===== src/rtl/layer_pwr_seq.sv =====
// Power sequencer for stacked die layers: serialises per-layer power-up and power-down
// (switch enable, isolation clamps, retention save/restore) so only one rail toggles at a time.
module layer_pwr_seq #(
    parameter int NUM_LAYERS  = 4,
    parameter int SETTLE_CYC  = 8,
    parameter int TIMEOUT_CYC = 64,
    localparam int LW = (NUM_LAYERS > 1) ? $clog2(NUM_LAYERS) : 1
) (
    input  logic                  clk1,
    input  logic                  rst_n,
    input  logic [NUM_LAYERS-1:0] pwr_req,
    input  logic [NUM_LAYERS-1:0] pwr_ack,
    input  logic                  err_clr,
    output logic [NUM_LAYERS-1:0] pwr_en,
    output logic [NUM_LAYERS-1:0] iso_en,
    output logic [NUM_LAYERS-1:0] ret_save,
    output logic [NUM_LAYERS-1:0] ret_restore,
    output logic [NUM_LAYERS-1:0] layer_on,
    output logic                  busy,
    output logic [LW-1:0]         cur_layer,
    output logic [NUM_LAYERS-1:0] err
);

    typedef enum logic [2:0] {
        S_IDLE,
        S_PU_SW,
        S_PU_SETTLE,
        S_PU_RESTORE,
        S_PU_UNISO,
        S_PD_ISO,
        S_PD_SAVE,
        S_PD_SW
    } state_e;

    localparam logic [7:0] TO_LAST  = 8'(TIMEOUT_CYC - 1);
    localparam logic [7:0] SET_LAST = 8'(SETTLE_CYC - 1);

    state_e                state_q, state_d;
    logic [7:0]            cnt_q, cnt_d;
    logic [LW-1:0]         rr_q, rr_d;
    logic [LW-1:0]         cur_q, cur_d;
    logic [NUM_LAYERS-1:0] pwr_en_q, pwr_en_d;
    logic [NUM_LAYERS-1:0] iso_q, iso_d;
    logic [NUM_LAYERS-1:0] save_q, save_d;
    logic [NUM_LAYERS-1:0] rest_q, rest_d;
    logic [NUM_LAYERS-1:0] on_q, on_d;
    logic [NUM_LAYERS-1:0] err_q, err_d;
    logic                  busy_q, busy_d;

    logic [NUM_LAYERS-1:0] pending;
    logic [NUM_LAYERS-1:0] pick_mask;
    logic [NUM_LAYERS-1:0] cur_mask;
    logic [LW-1:0]         pick;
    logic                  pick_found;
    logic                  ack_k;

    // Layer index base+off, wrapped modulo NUM_LAYERS (works for non-power-of-two counts).
    function automatic logic [LW-1:0] rr_wrap(input logic [LW-1:0] base, input int unsigned off);
        int unsigned s;
        s = 32'(base) + off;
        if (s >= NUM_LAYERS) s = s - NUM_LAYERS;
        return LW'(s);
    endfunction

    // Round-robin arbitration: first pending layer after the last one served.
    always_comb begin
        pending    = (pwr_req ^ on_q) & ~err_q;
        pick       = '0;
        pick_found = 1'b0;
        for (int unsigned i = 1; i <= NUM_LAYERS; i++) begin
            if (!pick_found && pending[rr_wrap(rr_q, i)]) begin
                pick_found = 1'b1;
                pick       = rr_wrap(rr_q, i);
            end
        end
    end

    assign pick_mask = NUM_LAYERS'(1) << pick;
    assign cur_mask  = NUM_LAYERS'(1) << cur_q;
    assign ack_k     = pwr_ack[cur_q];

    always_comb begin
        state_d  = state_q;
        cnt_d    = cnt_q;
        rr_d     = rr_q;
        cur_d    = cur_q;
        pwr_en_d = pwr_en_q;
        iso_d    = iso_q;
        on_d     = on_q;
        save_d   = '0;
        rest_d   = '0;
        err_d    = err_clr ? '0 : err_q;

        case (state_q)
            S_IDLE: begin
                cnt_d = '0;
                if (pick_found) begin
                    cur_d = pick;
                    rr_d  = pick;
                    if (!on_q[pick]) begin
                        pwr_en_d = pwr_en_q | pick_mask;
                        state_d  = S_PU_SW;
                    end else begin
                        iso_d   = iso_q | pick_mask;
                        on_d    = on_q & ~pick_mask;
                        state_d = S_PD_ISO;
                    end
                end
            end
            S_PU_SW: begin
                if (ack_k) begin
                    cnt_d   = '0;
                    state_d = S_PU_SETTLE;
                end else if (cnt_q == TO_LAST) begin
                    // Set wins over a simultaneous err_clr; clamps stay engaged.
                    err_d    = err_d | cur_mask;
                    pwr_en_d = pwr_en_q & ~cur_mask;
                    cnt_d    = '0;
                    state_d  = S_IDLE;
                end else begin
                    cnt_d = cnt_q + 8'd1;
                end
            end
            S_PU_SETTLE: begin
                if (cnt_q == SET_LAST) begin
                    cnt_d   = '0;
                    rest_d  = cur_mask;
                    state_d = S_PU_RESTORE;
                end else begin
                    cnt_d = cnt_q + 8'd1;
                end
            end
            S_PU_RESTORE: begin
                state_d = S_PU_UNISO;
            end
            S_PU_UNISO: begin
                iso_d   = iso_q & ~cur_mask;
                on_d    = on_q | cur_mask;
                state_d = S_IDLE;
            end
            S_PD_ISO: begin
                save_d  = cur_mask;
                state_d = S_PD_SAVE;
            end
            S_PD_SAVE: begin
                pwr_en_d = pwr_en_q & ~cur_mask;
                cnt_d    = '0;
                state_d  = S_PD_SW;
            end
            S_PD_SW: begin
                if (!ack_k) begin
                    cnt_d   = '0;
                    state_d = S_IDLE;
                end else if (cnt_q == TO_LAST) begin
                    err_d   = err_d | cur_mask;
                    cnt_d   = '0;
                    state_d = S_IDLE;
                end else begin
                    cnt_d = cnt_q + 8'd1;
                end
            end
            default: begin
                state_d = S_IDLE;
            end
        endcase

        busy_d = (state_d != S_IDLE);
    end

    always_ff @(posedge clk1 or negedge rst_n) begin
        if (!rst_n) begin
            state_q  <= S_IDLE;
            cnt_q    <= '0;
            rr_q     <= '0;
            cur_q    <= '0;
            pwr_en_q <= '0;
            iso_q    <= '1;
            save_q   <= '0;
            rest_q   <= '0;
            on_q     <= '0;
            err_q    <= '0;
            busy_q   <= 1'b0;
        end else begin
            state_q  <= state_d;
            cnt_q    <= cnt_d;
            rr_q     <= rr_d;
            cur_q    <= cur_d;
            pwr_en_q <= pwr_en_d;
            iso_q    <= iso_d;
            save_q   <= save_d;
            rest_q   <= rest_d;
            on_q     <= on_d;
            err_q    <= err_d;
            busy_q   <= busy_d;
        end
    end

    assign pwr_en      = pwr_en_q;
    assign iso_en      = iso_q;
    assign ret_save    = save_q;
    assign ret_restore = rest_q;
    assign layer_on    = on_q;
    assign busy        = busy_q;
    assign cur_layer   = cur_q;
    assign err         = err_q;

`ifndef SYNTHESIS
    // Safety invariants of the sequencing protocol.
    a_one_edge: assert property (@(posedge clk1) disable iff (!rst_n)
        $onehot0(pwr_en_q ^ $past(pwr_en_q)));
    a_iso_on: assert property (@(posedge clk1) disable iff (!rst_n)
        ((~iso_q & ~on_q) == '0));
    a_ret_excl: assert property (@(posedge clk1) disable iff (!rst_n)
        !((|save_q) && (|rest_q)));
    a_save_pulse: assert property (@(posedge clk1) disable iff (!rst_n)
        !((|save_q) && $past(|save_q)));
    a_rest_pulse: assert property (@(posedge clk1) disable iff (!rst_n)
        !((|rest_q) && $past(|rest_q)));
`endif

endmodule


===== config.mk =====
export PLATFORM = sky130hd
export DESIGN_NAME = layer_pwr_seq
export DESIGN_NICKNAME = d
export VERILOG_FILES = /design/src/rtl/layer_pwr_seq.sv
export SDC_FILE = /design/constraint.sdc
export NUM_CORES = 1
export LEC_CHECK = 0
export ABC_CLOCK_PERIOD_IN_PS = 7200
export CORE_MARGIN = 2
export CORE_UTILIZATION = 50
export DETAILED_ROUTE_END_ITERATION = 8
export GPL_TIMING_DRIVEN = 0
export PLACE_DENSITY_LB_ADDON = 0.08
export SLEW_MARGIN = 20
export SYNTH_ARGS = -nofsm -noshare
export SYNTH_HDL_FRONTEND = slang
export SYNTH_SLANG_ARGS = --single-unit

===== constraint.sdc =====
create_clock -name clk1 -period 7.2 [get_ports clk1]
set_input_delay 1.44 -clock clk1 [delete_from_list [all_inputs] [get_ports clk1]]
set_output_delay 1.44 -clock clk1 [all_outputs]
set_load 0.02 [all_outputs]

==> impl_metrics.yaml, run 1 <==
sta:
  fin_tns_setup_ns: 0
  fin_worst_skew_ns: 0.00962
  period_share_pct: 53.3
  drv_slew: 0
  max_freq_ghz: 0.260
  min_period_ns: 3.84
  setup_ws_ns: 3.36
  hold_viol: 0
  max_slew.worst_pin.slew_ns: 0.994
  setup_violations: 0
  relSlewSlack_pct: 33.2
  rsz0062_at_grt: "no"
global_routing:
  grt_overflow_total: 0
  grtUsageMet3_pct: 5.97
  grt_pass1_vias: 1988
  grt.total_usage_pct: 24.9
  use_met1_pct: 38.0
  use_met2_pct: 35.4
  antenna_found_initial: 0
  top_usage_layer: "met1"
  grt_pass1_wl_mm: 9.98
  grt_max_degree: 34
cells_and_area:
  final_cell_area_um2: 2860
  antenna_cells: 0
  seqCellArea_um2: 956
  drive_above_1_share_pct: 8.28
  fillers: 399
  syn2layout_area_growth_pct: 23.3
  layout.cells.non_filler: 354
  layout.nets: 317
  multi_input_comb_area_um2: 1260
drt:
  via_per_inst: 6.16
  drc_errors: 0
  num_vias: 2180
  drt_iter0_drc: 133
  drt_pass1_iterations: 4
  wl_mm: 5.92
  final_antenna_net_count: 0
  post_drt_wl_per_cell_um: 16.7
floorplan:
  die_w_um: 72.1
  core-area_um2: 4410
  initial_core_util_pct: 52.5
  core.rowCount: 24
  ios: 38
  fp.dieArea_um2: 5200
  die_h_um: 72.1
placed_design:
  io_buffers: 37
  routabilityCongestion: 0.912
  dp_cells: 346
  dp_hpwl_mm: 4.42
  place_ws_ns: 3.10
  placed_area_um2: 2770
synth:
  synthCells: 256
  synth_nets: 272
  yosysTopAreaCell: "dfrtp_1"
  ys_seq_area_share_pct: 41.2
  synth_ff_type: "dfrtp_1"
  synthArstFlopShare_pct: 100
  ys_top_cells_by_area: "dfrtp_1, o21ai_0, dfstp_2"
  yosysTopAreaCellShare_pct: 36.7
  avgSynthCellArea_um2: 9.06
  synth_cell_types: 56
  synth_area_um2: 2320
  synth-seq-cells: 38
  synth_warnings: 0
  synth-edff-count: 0
clocking:
  cts_tree: "done"
  cts_max_level: 2
  cts_buffers: 5
  postCtsResizedCells: 0
  clk_latency_ns: 0.30
  cts_buffer_depth: 2
  clock-sinks: 38
  post-cts-setup-buffers: 0
  cts.hold.buffers_added: 0
  cts-root-buf: "clkbuf_8"
  clk_pin_slew_ns: 0.07
pwr:
  p_int_uw: 648
  power_leakage_nw: 1.17
  power_mw: 1.25
  switchingPower_uw: 601
  p_sw_share_pct: 48.1
  combinationalPowerShare_pct: 61.6
  seq_power_share_pct: 26.1
  peakVddDrop_mv: 0.207
  clkPwrFrac_pct: 12.3
  power_density_nw_per_um2: 437
critical_path:
  crit_family: "simple AND/OR/NAND/NOR gates"
  cp-start-kind: "input pin"
  crit_buf_inv: 1
  cp.required_ns: 7.42
  slowest_delay_ns: 0.58
  crit_type: "in -> reg"
  end_kind: "flip-flop"
  cp_cell_sequence: "clkdlybuf4s50_1, xnor2_1, nor3_1, o311ai_1, nand3_1, or4_1, a22oi_2"
  crit_slowest_cell: "xnor2_1"
  critPathArrivalTime_ns: 4.06
  cp_max_fo: 8
hold_path:
  hp-class: "reg -> reg"
job:
  cap_violations: 0
status:
  outcome: "finished clean"
[logic make-up after synthesis]
group                    synth area share (%)
AND/OR/NAND/NOR                          21.8
AO/OA/AOI/OAI                            24.9
flip-flops                               41.2
buffers and inverters                    4.48
XOR/XNOR                                 2.59
adder cells (fa/ha/maj)                  2.70
multiplexers                             2.32
[power groups by stage]
stage	Combinational (mW)	Sequential [mW]	Clock [mW]
final	0.769	0.326	0.154
after global routing	0.843	0.336	0.168
after CTS	0.762	0.327	0.160
after detailed placement	0.759	0.331	0
after global placement	0.748	0.329	0
after floorplan	0.489	0.369	0
[cell usage in the layout, fill, tap and decap left out, drive strengths merged, types with 2 or more instances in the layout]
master and count:
mux2i 2, a22oi 3, inv 13, dfrtp 34, o21ai 25, nand2b 4, or2 2, o211ai 2
a22o 7, clkbuf 18, nor2b 3, nand3 10, a2bb2oi 3, nor3 12, ha 5, nor4 8
xnor2 4, clkdlybuf4s50 36, and2 9, dfstp 4, a211oi 2, o2111ai 4, o311a 2, o311ai 2
and3 4, a31oi 7, xor2 2, a21oi 9, nor2 17, nand2 19, buf 6, or4 3
a21o 2
[synth_stat cells (all sizes together), types with 3 or more instances]
library cell,number
ha,5
o21ai,25
dfrtp,34
clkbuf,10
nand2b,4
and2,9
nor2,17
dfstp,4
nor3,12
a22oi,3
inv,13
buf,4
a21oi,9
a31oi,7
o2111ai,4
and3,4
nand3,10
nor2b,3
nor4,8
nand2,19
or4,3
a22o,7
a2bb2oi,3
xnor2,4
[registers in the layout (all words and copies together) (netlist names), 2 cells and up]
signal       flops
iso_en           4
pwr_en           4
ret_restore      4
cur_layer        2
ret_save         4
layer_on         4
state_q          3
cnt_q            8
err              4
[path summary, 6_finish.rpt]
| path | start | endpoint | slack, ns | depth (start not counted) |
|---|---|---|---|---|
| min in group asynchronous | rst_n | err[2]$_DFF_PN0_ | 0.98 | 1 |
| max in group asynchronous | rst_n | iso_en[1]$_DFFE_PN1P_ | 5.73 | 2 |
| max | pwr_req[0] | pwr_en[3]$_DFFE_PN0P_ | 3.36 | 7 |
| min | cnt_q[1]$_DFFE_PN0P_ | cnt_q[1]$_DFFE_PN0P_ | 0.53 | 2 |
| min reg2reg | cnt_q[1]$_DFFE_PN0P_ | cnt_q[1]$_DFFE_PN0P_ | 0.53 | 2 |
| max reg2reg | cur_layer[1]$_DFFE_PN0P_ | pwr_en[2]$_DFFE_PN0P_ | 3.85 | 9 |
[worst register-to-register path, stage by stage (launching register included)]
cell and delay (ns):
dfrtp_1 0.41, clkbuf_1 0.32, inv_1 0.23, ha_1 0.32, clkbuf_1 0.36, or4b_2 0.65
a31oi_1 0.33, nor3_1 0.17, nor4_1 0.28, a2bb2oi_1 0.19
[per-stage QoR]
step           hold slack, ns  utilization, %
6_report                0.532            64.8
5_1_grt                 0.574            64.8
4_1_cts                 0.542            64.8
3_5_place_dp            0.523            62.7
3_3_place_gp            0.501            62.4
2_1_floorplan           0.467               -
[cell type report]
class / count / share of cell area [%]
multi-input combinational: 191 / 44.0
sequential: 38 / 33.4
timing repair buffer: 38 / 13.5
clock buffer: 8 / 3.15
tap: 52 / 2.28
buffer: 14 / 1.93
inverter: 13 / 1.71
[metal layers]
layer  share of wire [%]  vias up
met5                   0        -
met4                 1.9        0
met3                 8.0       11
met2                  44       88
met1                  46     1037
li1                    -     1044
(Power assumes the default switching activity.)
==> inputs of run 2 (changes only) <==
- ABC_CLOCK_PERIOD_IN_PS: 7200 -> 3400
- CORE_UTILIZATION: 50 -> 48
- clock period: 7.2 -> 3.4 ns (I/O delays scaled with it)
==> run 2 against run 1 <==
Global-route usage shrank 2.1 points. Clock skew shrank 0.0025 ns. Core utilization shrank 2.9 points. Critical endpoint is now iso_en[2]$_DFFE_PN1P_. Design area grew 1.5%. Combinational power grew 110%. Die area grew 3.9%. Hold slack lost 0.31 ns.
==> impl_metrics.yaml, run 2 (synthesized netlist as in run 1, its figures left out) <==
pwr:
  power_leakage_nw: 1.19
  peakVddDrop_mv: 0.433
  power_density_nw_per_um2: 956
clocking:
  cts-root-buf: "clkbuf_8"
  cts_max_level: 2
  cts_buffers: 5
  clk_pin_slew_ns: 0.08
  cts_buffer_depth: 2
  cts_tree: "done"
  clk_latency_ns: 0.30
  cts.hold.buffers_added: 0
  post-cts-setup-buffers: 0
  clock-sinks: 38
  postCtsResizedCells: 0
drt:
  drt_iter0_drc: 151
  drt_pass1_iterations: 4
  final_antenna_net_count: 0
  post_drt_wl_per_cell_um: 16.2
  drc_errors: 0
  num_vias: 2147
  wl_mm: 5.73
  via_per_inst: 6.06
cells_and_area:
  final_common_cell: "clkdlybuf4s50_1"
  layout.cells.non_filler: 354
  seqCellArea_um2: 956
  multi_input_comb_area_um2: 1260
  final_cell_area_um2: 2900
  fillers: 417
  fin_util_pct: 61.8
  final_cell_mix: "clkdlybuf4s50_1, dfrtp_1, o21ai_0"
  syn2layout_area_growth_pct: 25.1
  layout.nets: 315
  antenna_cells: 0
  largest_reg_flops: 8
  top_register: "cnt_q"
  drive_above_1_share_pct: 9.00
sta:
  min_period_ns: 3.13
  period_share_pct: 92.1
  max_slew.worst_pin.slew_ns: 0.942
  fin_tns_setup_ns: 0
  relSlewSlack_pct: 36.7
  setup_violations: 0
  hold_viol: 0
  rsz0062_at_grt: "no"
  fin_worst_skew_ns: 0.00707
  max_freq_ghz: 0.319
  drv_slew: 0
  setup_ws_ns: 0.269
placed_design:
  dp_hpwl_mm: 4.26
  io_buffers: 37
  place_ws_ns: 0.0413
  routabilityCongestion: 0.844
  placed_area_um2: 2770
  dp_cells: 348
global_routing:
  grt.total_usage_pct: 22.8
  grt_overflow_total: 0
  antenna_found_initial: 0
  grt_pass1_wl_mm: 9.53
  grt_max_degree: 32
  grt_pass1_vias: 2060
status:
  outcome: "finished clean"
floorplan:
  fp.dieArea_um2: 5400
  core-area_um2: 4690
  core.rowCount: 25
  ios: 38
  die_w_um: 73.5
  die_h_um: 73.5
  initial_core_util_pct: 49.4
critical_path:
  end_kind: "flip-flop"
  critPathArrivalTime_ns: 3.36
  cp-start-kind: "input pin"
  cp.required_ns: 3.63
  cp_max_fo: 10
  crit_type: "in -> reg"
job:
  cap_violations: 0
hold_path:
  hp-class: "in -> async"
[run 2: changes by cell type in the layout (fill, tap and decap cells not counted), sizes merged]
cell / change
clkbuf: -5
bufinv: +2
clkinv: +1
[run 2: final timing paths]
| kind | start | to | slack [ns] | depth (start not counted) |
|---|---|---|---|---|
| max | pwr_req[0] | iso_en[2]$_DFFE_PN1P_ | 0.27 | 8 |
| min | rst_n | err[3]$_DFF_PN0_ | 0.22 | 1 |
| max reg2reg | cur_layer[0]$_DFFE_PN0P_ | pwr_en[2]$_DFFE_PN0P_ | 0.35 | 8 |
| min reg2reg | cnt_q[1]$_DFFE_PN0P_ | cnt_q[1]$_DFFE_PN0P_ | 0.51 | 2 |
| max in group asynchronous | rst_n | iso_en[2]$_DFFE_PN1P_ | 2.70 | 2 |
| min in group clk1 | cnt_q[1]$_DFFE_PN0P_ | cnt_q[1]$_DFFE_PN0P_ | 0.51 | 2 |
[run 2: power breakdown]
part           switching, mW  internal [mW]
logic                  0.985          0.624
registers              0.121          0.582
clock network          0.169          0.294
[run 2: through the flow]
stage	hold slack, ns	total power [mW]
after floorplan	0.384	1.82
after global placement	0.491	2.29
after detailed placement	0.503	2.31
after CTS	0.217	2.78
after global routing	0.232	2.99
final	0.219	2.78
[run 2: per-layer routing]
metal | vias to the layer above | share of wire, % | track usage [%]
li1 | 1048 | - | -
met1 | 1025 | 49 | 32.8
met2 | 65 | 44 | 34.1
met3 | 9 | 5.0 | 3.43
met4 | 0 | 1.7 | 9.90
met5 | - | 0 | 0
[run 2: area by class of cell]
type / instances / area share [%]
plain buffers: 12 / 1.64
clock buffers: 5 / 2.37
clock inverters: 3 / 2.37
inverters: 13 / 1.68
multi-input cells: 191 / 43.4
flip-flops and latches: 38 / 32.9
well taps: 54 / 2.33
repair buffers: 38 / 13.3
[run 2: worst max-delay path, stage by stage]
cell,delay (ns)
clkdlybuf4s50_1,0.41
xnor2_1,0.55
nor2_1,0.18
nor4_1,0.60
nand2b_1,0.23
clkbuf_1,0.36
nor3_1,0.13
a22o_1,0.21
